### config.mk
export PLATFORM = sky130hd
export DESIGN_NAME = fetch_ctrl
export DESIGN_NICKNAME = d
export VERILOG_FILES = /design/src/rtl/fetch_ctrl.sv
export SDC_FILE = /design/constraint.sdc
export NUM_CORES = 1
export LEC_CHECK = 0
export ABC_CLOCK_PERIOD_IN_PS = 6700
export CORE_AREA = 8 8 122 124
export CTS_CLUSTER_DIAMETER = 80
export DETAILED_ROUTE_END_ITERATION = 10
export DIE_AREA = 0 0 130 132
export GPL_TIMING_DRIVEN = 0
export PLACE_DENSITY = 0.79
export SETUP_SLACK_MARGIN = 0.02
export SKIP_LAST_GASP = 1
export SYNTH_ARGS = -nofsm -noshare
export SYNTH_HDL_FRONTEND = slang
export SYNTH_SLANG_ARGS = --single-unit
### constraint.sdc
create_clock -name clk -period 6.7 [get_ports clk]
set_clock_uncertainty 0.15 [all_clocks]
set_input_delay 1.005 -clock clk [delete_from_list [all_inputs] [get_ports clk]]
set_output_delay 1.005 -clock clk [all_outputs]
set_load 0.005 [all_outputs]
### src/rtl/fetch_ctrl.sv
// -----------------------------------------------------------------------------
// fetch_ctrl
//
// Fetch sequencer sitting in front of the PC register. Every cycle it produces
// the value the PC register loads (npc). It runs the request/grant/response
// handshake to instruction memory (one outstanding request at most). It holds
// the returned instruction for decode. It also arbitrates redirects
// (trap > jump > branch) against sequential fetch. A redirect that arrives
// while a fetch is in flight marks that fetch as killed, so its response is
// dropped when it drains.
//
// Configuration macro:
//   FETCH_TRAP_EN  - when defined, trap_valid/trap_vector join the redirect
//                    arbitration with the highest priority. When undefined,
//                    the trap ports are present but ignored.
//
// Ports:
//   clk, rst_n              clock, asynchronous active-low reset
//   pc_cur, pcadd           PC register output and its pc+4
//   npc                     next PC, loaded by the PC register every cycle
//   stall                   hazard stall (blocks accept, not redirects)
//   br_*, jmp_*, trap_*     redirect sources and their targets
//   if_req/if_addr          instruction-bus request, address = pc_cur
//   if_gnt/if_rvalid/if_rdata  bus grant and response
//   inst_valid/inst/inst_pc buffered instruction toward decode
//   id_ready                decode accepts the buffered instruction
// -----------------------------------------------------------------------------
module fetch_ctrl #(
    parameter logic [31:0] RESET_PC = 32'h0000_0000
) (
    input  logic        clk,
    input  logic        rst_n,
    input  logic [31:0] pc_cur,
    input  logic [31:0] pcadd,
    output logic [31:0] npc,
    input  logic        stall,
    input  logic        br_taken,
    input  logic [31:0] br_target,
    input  logic        jmp_valid,
    input  logic [31:0] jmp_target,
    input  logic        trap_valid,
    input  logic [31:0] trap_vector,
    output logic        if_req,
    output logic [31:0] if_addr,
    input  logic        if_gnt,
    input  logic        if_rvalid,
    input  logic [31:0] if_rdata,
    output logic        inst_valid,
    output logic [31:0] inst,
    output logic [31:0] inst_pc,
    input  logic        id_ready
);

    typedef enum logic [1:0] {
        S_BOOT  = 2'd0,
        S_REQ   = 2'd1,
        S_WAIT  = 2'd2,
        S_VALID = 2'd3
    } state_t;

    state_t      state_q, state_d;
    logic        kill_q, kill_d;
    logic        load_inst;
    logic [31:0] inst_q, inst_pc_q;

    logic        redirect;
    logic [31:0] tgt;

    // Redirect arbitration
`ifdef FETCH_TRAP_EN
    always_comb begin
        redirect = trap_valid | jmp_valid | br_taken;
        if (trap_valid)     tgt = trap_vector;
        else if (jmp_valid) tgt = jmp_target;
        else                tgt = br_target;
    end
`else
    // Trap inputs are kept on the port list so both builds share one pinout.
    logic unused_trap;
    assign unused_trap = ^{trap_valid, trap_vector};

    always_comb begin
        redirect = jmp_valid | br_taken;
        if (jmp_valid) tgt = jmp_target;
        else           tgt = br_target;
    end
`endif

    // State register
    always_ff @(posedge clk or negedge rst_n) begin
        if (!rst_n) begin
            state_q   <= S_BOOT;
            kill_q    <= 1'b0;
            inst_q    <= 32'h0;
            inst_pc_q <= 32'h0;
        end else begin
            state_q <= state_d;
            kill_q  <= kill_d;
            if (load_inst) begin
                inst_q    <= if_rdata;
                inst_pc_q <= pc_cur;
            end
        end
    end

    // Next-state logic
    always_comb begin
        state_d   = state_q;
        kill_d    = kill_q;
        load_inst = 1'b0;
        case (state_q)
            S_BOOT: state_d = S_REQ;
            S_REQ: begin
                if (if_gnt) begin
                    state_d = S_WAIT;
                    kill_d  = redirect;
                end
            end
            S_WAIT: begin
                if (redirect) kill_d = 1'b1;
                if (if_rvalid) begin
                    // The response drains the outstanding request whether or
                    // not it is kept, so the kill mark is always consumed here.
                    kill_d = 1'b0;
                    if (kill_q || redirect) begin
                        state_d = S_REQ;
                    end else begin
                        state_d   = S_VALID;
                        load_inst = 1'b1;
                    end
                end
            end
            S_VALID: begin
                if (redirect || (id_ready && !stall)) state_d = S_REQ;
            end
            default: state_d = S_BOOT;
        endcase
    end

    // Outputs
    always_comb begin
        npc        = pc_cur;
        if_req     = 1'b0;
        inst_valid = 1'b0;
        case (state_q)
            S_BOOT: npc = RESET_PC;
            S_REQ: begin
                if_req = 1'b1;
                if (redirect) npc = tgt;
            end
            S_WAIT: begin
                if (redirect) npc = tgt;
            end
            S_VALID: begin
                inst_valid = 1'b1;
                // Redirect wins over the accept in the same cycle.
                if (redirect)                npc = tgt;
                else if (id_ready && !stall) npc = pcadd;
            end
            default: npc = RESET_PC;
        endcase
    end

    assign if_addr = pc_cur;
    assign inst    = inst_q;
    assign inst_pc = inst_pc_q;

endmodule
==> metrics.txt <==
status complete, no violations; most frequent cells in the layout 296 x clkdlybuf4s50_1, 67 x dfrtp_1, 58 x mux2_2, 33 x buf_4, 21 x a221oi_1; synthesized cell area 4080 um2; Pleak 3.14 nW; Sequential Area 1680 um2; GRT Util Overall 20.4%; post-synthesis simple-gate area fraction 7.12%; critical path depth 9; drt wl/cell 20.7 um; Crit path arrival time 3.80 ns; adder-cell share of the synthesized area 1.23%; Rows 42; pwr dens 380 nW/um2; Crit Path Max Fanout 10; Total Neg Setup Slack 0 ns; post-synthesis cell type count 32; Overall Power 2.89 mW; number of fillers in the final layout 1142; worst path required time 5.54 ns; # Post-CTS Setup Buffers 0; Synth Register Bits 67; clk buf depth 2; R2R cell count 6; Avg Vias per Cell 5.12; dpl hpwl 14800 um; Num CTS Buffers 9; top-level port count 331; Fmax 0.202 GHz; CTS H-tree depth 3; routability cong. 0.870; worst rel slew slack 41.8%; XOR/XNOR share of the synthesized area 0%; vias in the first global route 4805; clock latency on the worst-skew pair 0.33 ns; clk sink count 67; Max-Cap Viols 0; initial antenna violation count 1; Synth area leaders dfrtp_1 41%, mux2_2 16%, buf_4 5.9%, a221oi_1 4.5%, a221oi_2 3.7%; Placement Setup Slack 1.80 ns; WL final 18100 um; sequential area share after synthesis 41.1%; Slew Viols, Final 0; area leader, netlist dfrtp_1; crit-path max cell delay 0.57 ns; remaining antenna violation count after routing 0; most frequent CP cell buf_2; Area Growth Syn to Fin 86.6%; most common cell after layout, fill and taps aside clkdlybuf4s50_1; Reg clk slew, reported paths 0.06 ns; hold buffers post-CTS 0; top-area cell type share of the netlist area 41.1%; slowest cell on the critical path clkdlybuf4s50_1; largest net degree at the start of global routing 68; Die W 130 um; crit share post-route 73.9%; peak supply drop 0.213 mV; PnR worst setup slack 1.75 ns; FFs w/ async S/R, synth 100%; nets 900; Worst Max-Slew Pin Slew 0.874 ns; kind of critical path input port to output pin; crit-path cells clkdlybuf4s50_1 > buf_2 > nor2_1 > buf_2 > nor2_1 > buf_2 > a221oi_1 > a211oi_1 > clkdlybuf4s50_1; Syn. warnings 0; initial core utilization 31.4%; Setup crit end kind output pin; largest family of logic cells by synthesized area compound AO/OA/AOI/OAI gates; drc violations 0; Post-synth EDFFs 0; Resized cells post-CTS 0; complex-gate fraction of the synthesized area 22.5%; first-pass GRT wire length 27100 um; GR Overflow Total 0; mux contribution to synthesized area 18.2%; Die ar. 17200 um2; port buffer count 297; WP buf/inv 5; Top FF cell, synth dfrtp_1; DRT iter0 DRCs 178; Hold Path Stages 1; share of cells above drive strength 1 18.7%; synthesized instance count 387; Via Count 4482; synthesized net count 592; DRT Pass-1 Iters 5; setup repair after global routing missed its margin no; # setup viols final 0; final core area utilization 58.6%; Hold WC Path Type flip-flop to flip-flop; CP delay by family, top buffers and inverters; minimum clock period 4.95 ns; syn avg cell area 10.5 um2; CTS tree done; die height 132 um; # diodes 0; CP Launch Type input port; Hold Violations, Final 0; core footprint 13000 um2; Multi-input gate area 2000 um2; Root Driver clkbuf_16
## sequential cells by signal, summed over array words and instances (netlist names)
signal,cells
state_q,2
inst,32
inst_pc,32
kill_q,1
## routing by layer
metal,up-vias,wire length (um),track usage [%]
li1,2058,-,-
met1,2173,6790,22.3
met2,217,9040,35.5
met3,32,1890,7.16
met4,2,370,6.91
met5,-,13,0
## synth_stat cells (4+ instances only)
cell type	instances
o21ai_0	17
dfrtp_1	67
a221oi_1	21
nor3_1	16
o2bb2ai_1	16
buf_2	12
mux2_2	58
o22ai_1	16
a211oi_1	16
a221oi_2	10
mux2_1	6
a21oi_1	19
nor2_1	20
inv_1	6
ha_1	4
clkbuf_1	15
nand2_1	19
buf_4	32
## final timing paths
kind,start,to,slack (ns)
max,br_taken,npc[8],1.75
min,inst_pc[22]$_DFFE_PN0P_,inst_pc[22]$_DFFE_PN0P_,0.34
max reg2reg,state_q[0]$_DFFE_PN0P_,inst_pc[19]$_DFFE_PN0P_,4.34
min reg2reg,inst_pc[22]$_DFFE_PN0P_,inst_pc[22]$_DFFE_PN0P_,0.34
max in group asynchronous,rst_n,inst_pc[13]$_DFFE_PN0P_,5.17
min in group asynchronous,rst_n,inst[2]$_DFFE_PN0P_,0.63
## final cells by class
type / instances / share of cell area (%)
Timing Repair Buffer: 297 / 39.0
Clock buffer: 9 / 2.96
Clock inverter: 6 / 1.51
Tap cell: 176 / 2.89
Sequential cell: 67 / 22.0
Inverter: 6 / 0.296
Multi-Input combinational cell: 253 / 26.3
Buffer: 61 / 4.98
## through the flow
step	hold slack, ns	instance area (um2)	cells
after floorplan	0.333	4080	387
after global placement	0.319	7270	860
after detailed placement	0.329	7270	860
after CTS	0.345	7610	875
after global routing	0.362	7610	875
final	0.344	7610	875
## power breakdown
part           total [mW]  internal, mW  switching [mW]
Clock               0.546         0.363           0.183
Sequential          0.701         0.600           0.101
Combinational        1.64         0.973           0.671
## cells by family (layout without fill, tap and decap cells)
kind of cell	count (synthesis)	count (layout)
simple gates	63	63
flops	67	67
mux	66	66
buf+inv	67	379
fa+ha+maj	4	4
compound gates	120	120
Note: power is estimated with default switching activity, not from simulation.
==> RTL edit 1 (same flow settings) <==
Build with the macro `FETCH_TRAP_EN` defined.
--- a/src/rtl/fetch_ctrl.sv
+++ b/src/rtl/fetch_ctrl.sv
@@ -25,6 +25,8 @@
 //   inst_valid/inst/inst_pc buffered instruction toward decode
 //   id_ready                decode accepts the buffered instruction
 // -----------------------------------------------------------------------------
+`define FETCH_TRAP_EN
+
 module fetch_ctrl #(
     parameter logic [31:0] RESET_PC = 32'h0000_0000
 ) (
Formal check against the unedited RTL: not equivalent (Yosys sat finds a counterexample within 4 cycles, from zero or initial values and one cycle with rst_n low).
==> RTL edit 1 against the unedited design <==
  * Routed wire length rose by 24%
  * Final area rose by 15%
  * Area after synthesis rose by 20%
  * Setup slack got worse by 0.027 ns
  * Final cell count rose by 16%
  * Power fell by 21%
  * Count of clock-buffer cells in the layout did not move
  * Sequential cell count did not move
  * Highest routed layer is now met4
==> RTL edit 1: results (changes against the unedited design) <==
| Metric | Value |
|---|---|
| Status | completed |
| Nets@finish | 1039 (+15%) |
| Wire length on met1 | 8313 µm (+22%) |
| Crit path DAT | 3.82 ns (+0.02 ns) |
| Worst skew pair latency | 0.33 ns (about the same) |
| Share of cells above drive strength 1 | 13.47% (-5.3 points) |
| Htree depth | 3 (unchanged) |
| Leakage power | 0.003667 µW (+17%) |
| Top cells by area, synth | dfrtp_1, mux2_4, nand2_1, mux2i_1, a22o_1 |
| Dpl hpwl | 18150 µm (+23%) |
| Reg2Reg Depth | 6 (unchanged) |
| Vias in the first global route | 5776 (+20%) |
| GP Congestion | 0.8785 (+0.98%) |
| Post-synthesis sequential area ratio | 34.23% (-6.9 points) |
| Yosys cell types | 30 (-6.3%) |
| Longest Clk Path Bufs | 2 (unchanged) |
| Met3 routed WL | 2552 µm (+35%) |
| TritonRoute pass-1 iters | 6 (+1) |
| Top Layer Used | met4 |
| First-pass GRT wire length | 33520 µm (+24%) |
| Async set-reset flop share out of synthesis | 100.0% (unchanged) |
| Post-synth net total | 700 (+18%) |
| Comb power frac | 53.4% (-3.5 points) |
| Cell family with most CP delay | buffers and inverters |
| First DRT Iteration DRCs | 356 (+100%) |
| Via Count | 5369 (+20%) |
| Switching Share | 34.53% (+1.5 points) |
| Yosys warns | 0 (unchanged) |
| Met2 wire len | 11190 µm (+24%) |
| Most frequent cells after synthesis | nand2_1, dfrtp_1, mux2_4 |
| Total track usage | 25.44% (+5.1 points) |
| Routed WL per cell | 22.16 µm (+7.1%) |
| Peak supply drop | 0.0001284 V (-40%) |
| I/O Buffers | 328 (+10%) |
| Rel. slew slack | 35.67% (-6.1 points) |
| Flop pwr share | 23.7% (-0.5 points) |
| Clk slew on worst S/H paths | 0.06 ns (about the same) |
| Filler cell count | 1029 (-9.9%) |
## RTL edit 1: cell type report
cell class | instances | share of cell area, %
plain buffers | 78 | 5.277
diodes | 1 | 0.02868
clock buffers | 9 | 2.581
multi-input cells | 347 | 31.52
well taps | 176 | 2.524
clock inverters | 7 | 1.133
inverters | 3 | 0.1291
repair buffers | 328 | 37.60
flip-flops and latches | 67 | 19.21
## RTL edit 1: cells by family (layout without fill, tap and decap cells)
family	after synthesis	count (layout)	share of synthesized area (%)
AO/OA/AOI/OAI	102	102	14.76
buffers and inverters	81	425	9.630
flip-flops	67	67	34.23
AND/OR/NAND/NOR	143	143	14.87
multiplexers	98	98	25.49
other	0	1	0
adder cells (fa/ha/maj)	4	4	1.022
## RTL edit 1: metrics by stage
step           instances  instance area [µm²]  utilization [%]  power, µW  setup WS (ns)
2_1_floorplan        495                 4898                -       1081          3.229
5_1_grt             1016                 8726            67.23       2419          1.635
4_1_cts             1015                 8723            67.21       2309          1.784
3_3_place_gp         999                 8402            64.73       1739          1.799
6_report            1016                 8726            67.23       2297          1.722
3_5_place_dp         999                 8399            64.71       1770          1.793
## RTL edit 1: final timing paths
check / slack [ns] / startpoint / end
max reg2reg: 4.33 / state_q[0] / inst_pc[27]
max: 1.72 / trap_valid / npc[30]
max in group asynchronous: 5.15 / rst_n / kill_q
min: 0.34 / inst[9] / inst[9]
min reg2reg: 0.34 / inst[9] / inst[9]
min in group asynchronous: 0.61 / rst_n / inst_pc[20]
## RTL edit 1: routing by layer
metal | GRT usage (%) | vias to the layer above
li1 | - | 2438
met1 | 27.02 | 2602
met2 | 44.72 | 295
met3 | 10.44 | 34
met4 | 7.489 | 0
met5 | 0 | -
==> RTL edit 2 (same settings) <==
Without the edit above. Make the reset (`rst_n`) synchronous in one clocked block. Comments in the files are not updated.
--- a/src/rtl/fetch_ctrl.sv
+++ b/src/rtl/fetch_ctrl.sv
@@ -87,7 +87,7 @@
 `endif
 
     // State register
-    always_ff @(posedge clk or negedge rst_n) begin
+    always_ff @(posedge clk) begin
         if (!rst_n) begin
             state_q   <= S_BOOT;
             kill_q    <= 1'b0;
Check against the original RTL: differs if rst_n is asserted again (counterexample within 4 cycles, from zero or initial values and one cycle with rst_n low); with rst_n held inactive, the same outputs for 10 cycles.
==> RTL edit 2 against the unedited design <==
  * Register-to-register slack better by 0.17 ns
  * Area after synthesis rose by 11%
  * Routed wire length up 21%
  * Final area rose by 5.2%
  * Sequential cell count is the same
  * Global-route usage grew 3.8 points
  * Core utilization rose by 3.1 points
  * Setup slack improved by 0.40 ns
  * Synthesized cell count is 60% higher
Power is not compared: it rests on default switching activity, and its combinational part moved more than twofold at a synthesized area within 25%.
==> RTL edit 2: results (changes against the unedited design) <==
| Metric | Value |
|---|---|
| Status | completed |
| Crit path DAT | 3.39 ns (-0.41 ns) |
| Multi-input comb cells | 412 (+63%) |
| First DRT Iteration DRCs | 569 (+220%) |
| First-pass GRT wire length | 32600 µm (+21%) |
| WL final | 21860 µm (+21%) |
| CP max-delay cell | clkdlybuf4s50_1 |
| Yosys warns | 0 (unchanged) |
| Inverter count | 37 (+31) |
| Initial antenna violation count | 0 (-1) |
| Finish-stage setup viols | 0 (unchanged) |
| Yosys cell types | 34 (+6.3%) |
| R2R Setup Slk | 4.51 ns (+0.17 ns) |
| Worst skew pair latency | 0.32 ns |
| Number of synthesized register bits | 67 (unchanged) |
| Cts hold-fix bufs | 0 (unchanged) |
| Dpl hpwl | 17180 µm (+16%) |
| Clock-cell share | 3.798% (-0.68 points) |
| Post-synthesis mux area share | 0.6646% (-18 points) |
| Plain + repair buffers | 398 (+11%) |
| Most frequent cells after synthesis | nand3_1, o21ai_0, dfxtp_1 |
| Top cells by area, synth | dfxtp_1, nand3_1, o21ai_0, a21oi_1, buf_4 |
| Htree depth | 3 (unchanged) |
| Post-synth net total | 823 (+39%) |
| Non-clk buf share | 43.76% (-0.27 points) |
| Nets@finish | 1130 (+26%) |
| Clkbuf count | 10 (+1) |
| Share of cells above drive strength 1 | 7.419% (-11 points) |
| Multi-input combinational area share | 31.20% (+4.9 points) |
| Met3 Track Usage GR | 8.455% (+1.3 points) |
| Ys flop type | dfxtp_1 |
| Avg Vias per Cell | 5.481 (+7.0%) |
| Global-route track usage on met2 | 41.59% (+6.1 points) |
| Total track usage | 24.21% (+3.8 points) |
| P_sw | about 400 µW |
| Vias in the first global route | 5850 (+22%) |
| I/O Buffers | 296 (-0.34%) |
| GP Congestion | 0.9284 (+6.7%) |
| Async set-reset flop share out of synthesis | 0% (-100 points) |
| Seq. cell area | 0.001341 mm² (-20%) |
| TritonRoute pass-1 iters | 6 (+1) |
| M1 GR Usage | 27.49% (+5.2 points) |
| Post-synthesis sequential area ratio | 29.69% (-11 points) |
| Worst slew pin tran | 0.6876 ns (-0.1860 ns) |
RTL edit 2: worst paths after layout:
check | from | to | cells past startpoint
setup / recovery | id_ready | npc[7] | 7
setup reg to reg | state_q[0] | inst[9] | 7
hold reg to reg | inst[1] | inst[1] | 2
hold / removal | inst[1] | inst[1] | 2
RTL edit 2: stage by stage:
| stage | instances | cell area [µm²] | hold WS (ns) | worst slack [ns] |
|---|---|---|---|---|
| 5_1_grt | 1106 | 8005 | 0.3434 | 2.043 |
| 3_3_place_gp | 1090 | 7701 | 0.3094 | 2.154 |
| 6_report | 1106 | 8005 | 0.3244 | 2.151 |
| 4_1_cts | 1106 | 8005 | 0.3252 | 2.127 |
| 2_1_floorplan | 618 | 4518 | 0.3201 | 3.353 |
| 3_5_place_dp | 1090 | 7701 | 0.3162 | 2.129 |
RTL edit 2: metal layers:
metal	routed length (µm)	part of all wire [%]
met5	0	0
met4	489	2.2
met3	2373	11
met2	10640	49
met1	8355	38
